### config.mk
export PLATFORM = sky130hd
export DESIGN_NAME = ahb_resp_mux_decoder
export DESIGN_NICKNAME = d
export VERILOG_FILES = /design/src/rtl/ahb_resp_mux_decoder.sv
export SDC_FILE = /design/constraint.sdc
export NUM_CORES = 1
export LEC_CHECK = 0
export BUFFER_PORTS_ARGS = -buffer_cell sky130_fd_sc_hd__clkbuf_2
export CORE_MARGIN = 5
export CORE_UTILIZATION = 42
export CTS_CLUSTER_DIAMETER = 30
export DETAILED_ROUTE_END_ITERATION = 8
export GPL_ROUTABILITY_DRIVEN = 0
export PLACE_DENSITY_LB_ADDON = 0.25
export SYNTH_ARGS = -nofsm -noshare
export SYNTH_HDL_FRONTEND = slang
export SYNTH_SLANG_ARGS = --single-unit
### constraint.sdc
create_clock -name clk -period 2.41 [get_ports clk]
set_input_delay 0.241 -clock clk [delete_from_list [all_inputs] [get_ports clk]]
set_output_delay 0.241 -clock clk [all_outputs]
set_load 0.005 [all_outputs]
### src/rtl/ahb_resp_mux_decoder.sv
// ahb_resp_mux_decoder
//   AHB-Lite interconnect slice between one master (the DMAC) and NUM_SLAVES
//   peripherals. Decodes the address phase into a one-hot HSEL, registers the
//   data-phase owner and muxes HRDATA/HREADY/HRESP back to the master. An
//   internal default slave answers unmapped NONSEQ/SEQ transfers with the
//   two-cycle ERROR response. A watchdog forces an ERROR if a slave inserts
//   TIMEOUT consecutive wait states. Completed ERROR responses are counted.
//
// Ports
//   clk, rst          clock, synchronous active-high reset
//   HADDR, HTRANS     master address phase
//   HSEL              one-hot slave select (address phase, comb)
//   S_HRDATA          slave read data, slice i = slave i
//   S_HREADYOUT       slave ready, bit i = slave i
//   S_HRESP           slave response, 2-bit slice i = slave i
//   HREADY            ready to master and to every slave's HREADYIN
//   HRDATA, HRESP     data-phase response to master
//   to_clr            clears timeout_flag
//   timeout_flag      sticky watchdog-fired flag
//   timeout_addr      data-phase address of the transfer that timed out
//   err_cnt           saturating count of completed ERROR responses
//   dbg_state         current FSM state (debug)
//
// Handshake: an address phase is accepted, and the current data phase
// completes, on every clk edge where HREADY=1. While HREADY=0 the master
// holds its address phase and the registered data-phase owner is frozen.
module ahb_resp_mux_decoder #(
    parameter int                          NUM_SLAVES = 2,
    parameter int                          DATA_W     = 32,
    parameter int                          DEC_LSB    = 28,
    parameter int                          DEC_W      = 4,
    parameter logic [NUM_SLAVES*DEC_W-1:0] REGION_MAP = {4'h0, 4'h1},
    parameter int                          TIMEOUT    = 64,
    parameter int                          CNT_W      = 16
) (
    input  logic                         clk,
    input  logic                         rst,
    input  logic [31:0]                  HADDR,
    input  logic [1:0]                   HTRANS,
    output logic [NUM_SLAVES-1:0]        HSEL,
    input  logic [NUM_SLAVES*DATA_W-1:0] S_HRDATA,
    input  logic [NUM_SLAVES-1:0]        S_HREADYOUT,
    input  logic [NUM_SLAVES*2-1:0]      S_HRESP,
    output logic                         HREADY,
    output logic [DATA_W-1:0]            HRDATA,
    output logic [1:0]                   HRESP,
    input  logic                         to_clr,
    output logic                         timeout_flag,
    output logic [31:0]                  timeout_addr,
    output logic [CNT_W-1:0]             err_cnt,
    output logic [2:0]                   dbg_state
);

    localparam int SEL_W = (NUM_SLAVES > 1) ? $clog2(NUM_SLAVES) : 1;
    localparam int WD_W  = (TIMEOUT > 0) ? $clog2(TIMEOUT + 1) : 1;

    typedef enum logic [2:0] {
        ST_IDLE  = 3'd0,
        ST_PASS  = 3'd1,
        ST_DERR1 = 3'd2,
        ST_DERR2 = 3'd3,
        ST_TO1   = 3'd4,
        ST_TO2   = 3'd5
    } state_t;

    state_t            state_q, state_d;
    logic [SEL_W-1:0]  dsel_q, dsel_d;
    logic              dact_q, dact_d;
    logic [31:0]       daddr_q, daddr_d;
    logic [WD_W-1:0]   wd_cnt_q, wd_cnt_d;
    logic              to_flag_q, to_flag_d;
    logic [31:0]       to_addr_q, to_addr_d;
    logic [CNT_W-1:0]  err_cnt_q, err_cnt_d;

    logic              dec_hit;
    logic [SEL_W-1:0]  dec_idx;
    logic              wd_fire;
    state_t            accept_state;

    // Address decode: lowest matching slave wins, independent of HTRANS.
    always_comb begin
        dec_hit = 1'b0;
        dec_idx = '0;
        HSEL    = '0;
        for (int i = 0; i < NUM_SLAVES; i++) begin
            if (!dec_hit && (REGION_MAP[i*DEC_W +: DEC_W] == HADDR[DEC_LSB +: DEC_W])) begin
                dec_hit = 1'b1;
                dec_idx = SEL_W'(i);
                HSEL[i] = 1'b1;
            end
        end
    end

    // Output process: response seen by the master in the current data phase.
    // Unmapped ownership is carried by the FSM state itself (IDLE/DERR*),
    // so dsel only matters in PASS.
    always_comb begin
        HREADY = 1'b1;
        HRESP  = 2'b00;
        HRDATA = '0;
        case (state_q)
            ST_PASS: begin
                for (int i = 0; i < NUM_SLAVES; i++) begin
                    if (dsel_q == SEL_W'(i)) begin
                        HREADY = S_HREADYOUT[i];
                        HRDATA = S_HRDATA[i*DATA_W +: DATA_W];
                        HRESP  = S_HRESP[i*2 +: 2];
                    end
                end
            end
            ST_DERR1, ST_TO1: begin
                HREADY = 1'b0;
                HRESP  = 2'b01;
            end
            ST_DERR2, ST_TO2: begin
                HREADY = 1'b1;
                HRESP  = 2'b01;
            end
            default: ;
        endcase
    end

    // Watchdog fires on the TIMEOUT-th wait cycle of an active data phase.
    always_comb begin
        wd_fire = 1'b0;
        if (TIMEOUT != 0) begin
            wd_fire = (state_q == ST_PASS) && dact_q && !HREADY &&
                      (wd_cnt_q == WD_W'(TIMEOUT - 1));
        end
    end

    // Next-state process.
    always_comb begin
        if (dec_hit)
            accept_state = ST_PASS;
        else if (HTRANS[1])
            accept_state = ST_DERR1;
        else
            accept_state = ST_IDLE;

        state_d = state_q;
        case (state_q)
            ST_IDLE, ST_DERR2, ST_TO2: begin
                if (HREADY) state_d = accept_state;
            end
            ST_PASS: begin
                if (HREADY)       state_d = accept_state;
                else if (wd_fire) state_d = ST_TO1;
            end
            ST_DERR1: state_d = ST_DERR2;
            ST_TO1:   state_d = ST_TO2;
            default:  state_d = ST_IDLE;
        endcase
    end

    // Data-phase registers, watchdog, timeout capture and error counter.
    always_comb begin
        dsel_d    = dsel_q;
        dact_d    = dact_q;
        daddr_d   = daddr_q;
        wd_cnt_d  = wd_cnt_q;
        to_flag_d = to_flag_q;
        to_addr_d = to_addr_q;
        err_cnt_d = err_cnt_q;

        if (HREADY) begin
            dsel_d  = dec_idx;
            dact_d  = HTRANS[1];
            daddr_d = HADDR;
        end

        if (HREADY || wd_fire)
            wd_cnt_d = '0;
        else if ((state_q == ST_PASS) && dact_q)
            wd_cnt_d = wd_cnt_q + 1'b1;

        // A new timeout takes priority over a coincident clear.
        if (to_clr)
            to_flag_d = 1'b0;
        if (wd_fire) begin
            to_flag_d = 1'b1;
            to_addr_d = daddr_q;
        end

        if (HREADY && (HRESP == 2'b01) && (err_cnt_q != '1))
            err_cnt_d = err_cnt_q + 1'b1;
    end

    // State register.
    always_ff @(posedge clk) begin
        if (rst) begin
            state_q   <= ST_IDLE;
            dsel_q    <= '0;
            dact_q    <= 1'b0;
            daddr_q   <= '0;
            wd_cnt_q  <= '0;
            to_flag_q <= 1'b0;
            to_addr_q <= '0;
            err_cnt_q <= '0;
        end else begin
            state_q   <= state_d;
            dsel_q    <= dsel_d;
            dact_q    <= dact_d;
            daddr_q   <= daddr_d;
            wd_cnt_q  <= wd_cnt_d;
            to_flag_q <= to_flag_d;
            to_addr_q <= to_addr_d;
            err_cnt_q <= err_cnt_d;
        end
    end

    assign timeout_flag = to_flag_q;
    assign timeout_addr = to_addr_q;
    assign err_cnt      = err_cnt_q;
    assign dbg_state    = state_q;

endmodule
# After elaboration in Yosys (flattened, before gate mapping)
# Cells that the tools add are included.
# totals
reg_bits	93
input_bits	107
elab_cells	55
# classes
addsub	2
eq_ne	11
mux	17
n_reduce_logical	17
# ops
operator	count
32-bit two-way mux	2
16-bit by 1-bit adder with 16-bit output (second input constant)	1
16-bit != test (second input constant)	1
3-bit case mux with 4 select lines	1
3-bit two-way mux	3
7-bit by 1-bit adder with 7-bit output (second input constant)	1
7-bit by 6-bit equality test with 1-bit output (second input constant)	1
3-bit by 2-bit equality test with 1-bit output (second input constant)	2
3-bit equality test (second input constant)	2
1-bit logical AND	6
1-bit two-way mux	6
2-bit two-way mux	3
1-bit by 4-bit equality test with 1-bit output (first input constant)	1
4-bit logical NOT	1
2-bit case mux with 2 select lines	1
2-bit OR reduction	2
4-bit OR reduction	1
3-bit by 1-bit equality test with 1-bit output (second input constant)	1
3-bit logical NOT	1
3-bit != test (second input constant)	1
3-bit OR reduction	1
2-bit by 1-bit equality test with 1-bit output (second input constant)	1
1-bit logical NOT	2
2-bit != test (second input constant)	1
other kinds (4)	4

# Logic depth before layout (Yosys ltp)
# depth
word_depth	9
ltp_mapped	10
depth_no_buf	6

# Worst setup path before layout
# No wires, ideal clock.
# synth_timing
path_type	reg-to-reg
from	register state_q[0], in the netlist dbg_state[0]
to	register err_cnt_q[5], in the netlist err_cnt[5]
setup_time_ns	0.121
arrival_ns	2.280
required_time_ns	2.289
path_slack_ns	0.010
stages_incl_launch_ff	9
n_path_buf	3
cell_sequence	dfxtp_1 or3b_1 buf_2 o21ba_1 or3_1 buf_6 buf_6 nor4_1 mux2_2
# synth_between
elab_chain_cells	6
elab_cells_between_ends	12
cone_classes	6 x eq/ne; 2 x mux; 4 x reduce/logical
# synth_lines
item	line	text
start: declaration	66	state_t state_q, state_d;
start signal: assignment	201	state_q <= state_d;
3-bit equality test / 3-bit by 2-bit equality test with 1-bit output (equally long branches)	101	case (state_q)
4-bit OR reduction (no line)	-	
2-bit case mux with 2 select lines	101	
2-bit by 1-bit equality test with 1-bit output	185	if (HREADY && (HRESP == 2'b01) && (err_cnt_q != '1))
1-bit logical AND * (2 in a row)	185	
end signal: assignment	208	err_cnt_q <= err_cnt_d;
end: declaration	73	logic [CNT_W-1:0] err_cnt_q, err_cnt_d;
# Every way passes the cells marked *; elsewhere a longest branch is shown, timed or not.
# A chain may end at the register's enable or synchronous reset.

# Final worst setup path
# layout_timing
from	register state_q[2], in the netlist dbg_state[2]
to	register err_cnt_q[9], in the netlist err_cnt[9]
# The elaborated chain is that of the path after synthesis.

==> reports/results.tsv <==
metric	value	unit
Worst EP arrival	2.57	ns
Hold EP	daddr_q[12]	
status	finished, final reports clean	
Synth Net Count	606	
FF-to-FF End	err_cnt[9]	
largest net degree at the start of global routing	48	
type of the worst min-delay path	in2reg	
initial core utilization	43.0	%
WL/cell	14.1	um
Netlist cell types	37	
CTS H-tree depth	3	
post-synth top area share	44.5	%
setup tns final	0	ns
Max Cap Violations	0	
final hold slack	0.0966	ns
hold path cells	3	
hold buffer count at cts	0	
Pins Over Slew Limit	0	
TritonCTS clock tree	done	
CP Class	reg2reg	
Critical Path Fanout Max	27	
asr flop ratio synth	0	%
total power	2940	uW
clk_skew	0.0110	ns
vias per cell	4.97	
Max Buffers Root-to-Sink	2	
sequential cell area	1870	sq um
NumNets Final	788	
GRT Total Usage	18.5	%
RR Startpoint	dbg_state[2]	
multi-input logic area	2150	sq um
Hold Startpoint	HADDR[12]	
Post-DP HPWL	8500	um
final-report hold violation count	0	
Tcrit/Tclk final	94.8	%
drt first pass iters	5	
Post-Syn Area per Cell	8.43	sq um
antenna violations before repair	0	
Area Growth Syn to Fin	31.0	%
grt total ovfl	0	
diode count	0	
vias in the first global route	3804	
#FFs+latches synth	93	
Clock Sinks	93	
IO Count	196	
RSZ-0062 raised after global routing	no	
Peak Freq	0.438	GHz
Peak VDD IR	326	uV
share of layout cells above drive strength 1	34.8	%
Die X	110	um
Rel. slew slack	63.0	%
Synth area leader	dfxtp_1	
Commonest cells post-synth	dfxtp_1, nor2_1, nand2_1	
Leak	0.00265	uW
top area cells in the synthesized netlist	dfxtp_1, mux2i_1, nor2_1, nand2_1, a21oi_1	
die area	12100	sq um
IO buf count	194	
DRC Markers	0	
via count	4053	
final core utilization	56.3	%
Site Rows	36	
CTS Root Cell	clkbuf_8	
dominant synthesized flop cell	dfxtp_1	
Syn. warnings	0	
CP Capture Type	flip-flop	
most common cell in the netlist	dfxtp_1	
Core Area	9730	sq um
first-pass GRT wire length	17500	um
post-route ant nets	0	
die height	110	um
register-to-register setup slack	0.13	ns
minimum clock period	2.28	ns
CTS resizes	0	
Worst EP required	2.70	ns
Worst setup SP type	flip-flop	
CTS clk-pin slew, worst paths	0.09	ns
synthesized cell area	4180	sq um
# Post-CTS Setup Buffers	0	
initial drt markers	145	
Routed WL	11500	um
worst-skew pair later-pin latency	0.36	ns
cts bufs inserted	9	
worst-margin pin slew	0.549	ns
fill cell count	934	
Gate Count Post-Synth	496	
Worst Reg2Reg Path Length in Cells	6	
final setup fails	0	
EDFF count, synth	0	
sequential share of the synthesized area	44.5	%
Power Density	536	nW/um^2
## cell usage in the layout (no fill, tap or decap), types with 2 or more instances in the layout
cell        Yosys  layout
clkbuf_2        0     193
dfxtp_1        93      89
nor2_1         84      84
nand2_1        76      76
mux2i_1        69      69
a21oi_1        48      48
buf_4           2      12
or4_1          11      11
o31ai_1        10      10
clkbuf_8        0       9
inv_1           7       7
nand4_1         7       7
nand3_1         7       7
o21ai_0         4       4
xor2_1          4       4
dfxtp_2         0       4
nor3b_1         3       3
or3_1           4       3
and3_1          3       3
nor4_2          0       3
mux2_2          3       3
ha_1            3       3
clkinvlp_4      0       3
nor4_1          5       2
or2_2           2       2
nor2b_1         2       2
o21a_1          2       2
clkbuf_1       22       2
buf_12          0       2
## area by class of cell
type / count / area share [%]
Clock inverter: 5 / 0.662
Tap cell: 133 / 3.04
Timing Repair Buffer: 208 / 20.1
Inverter: 7 / 0.480
Multi-Input combinational cell: 359 / 39.3
Sequential cell: 93 / 34.1
Clock buffer: 11 / 2.40
## per-layer routing
metal / up-vias / GRT usage (%) / routed length (um)
li1: 2054 / - / -
met1: 1852 / 19.4 / 4370
met2: 137 / 34.5 / 5970
met3: 10 / 5.52 / 1060
met4: 0 / 6.50 / 141
met5: - / 0 / 0
## worst max path at each step
stage	start	to	slack, ns
final	dbg_state[2]	err_cnt[9]	0.13
after global routing	dbg_state[0]	err_cnt[9]	0.01
after CTS	dbg_state[0]	err_cnt[5]	0.04
after detailed placement	dbg_state[2]	err_cnt[5]	0.07
after global placement	dbg_state[2]	err_cnt[5]	0.09
after floorplan	dbg_state[0]	err_cnt[5]	0.01
## report_power, final
part	total (uW)	switching, uW	internal [uW]
Sequential	1620	32.0	1590
Clock	919	542	378
Combinational	395	219	176
Total	2940	793	2140
## registers in the layout, summed over array words and instances, names as in the netlist
name / count
dsel_q: 1
dact_q: 1
timeout_flag: 1
daddr_q: 32
wd_cnt_q: 7
err_cnt: 16
timeout_addr: 32
dbg_state: 3
## per-stage QoR
stage	worst slack (ns)	cells	cell area, sq um
floorplan	0.00969	496	4180
global placement	0.0874	800	5290
detailed placement	0.0671	800	5290
CTS	0.0395	816	5450
global route	0.0103	816	5480
finish	0.125	816	5480
## worst max-delay path, stage by stage (launching register included)
cell,delay (ns)
dfxtp_2,0.36
or3b_4,0.42
o21ba_1,0.21
or3_1,0.31
buf_4,0.22
or4_1,0.55
a21oi_1,0.15
## cell families after synthesis
family	count (synthesis)	synth area share, %
compound gates	68	9.16
xor+xnor	5	1.05
fa+ha+maj	3	0.898
buf+inv	44	4.70
flops	93	44.5
mux	72	17.3
simple gates	211	22.4
No activity file was read; power rests on OpenSTA's default activity.
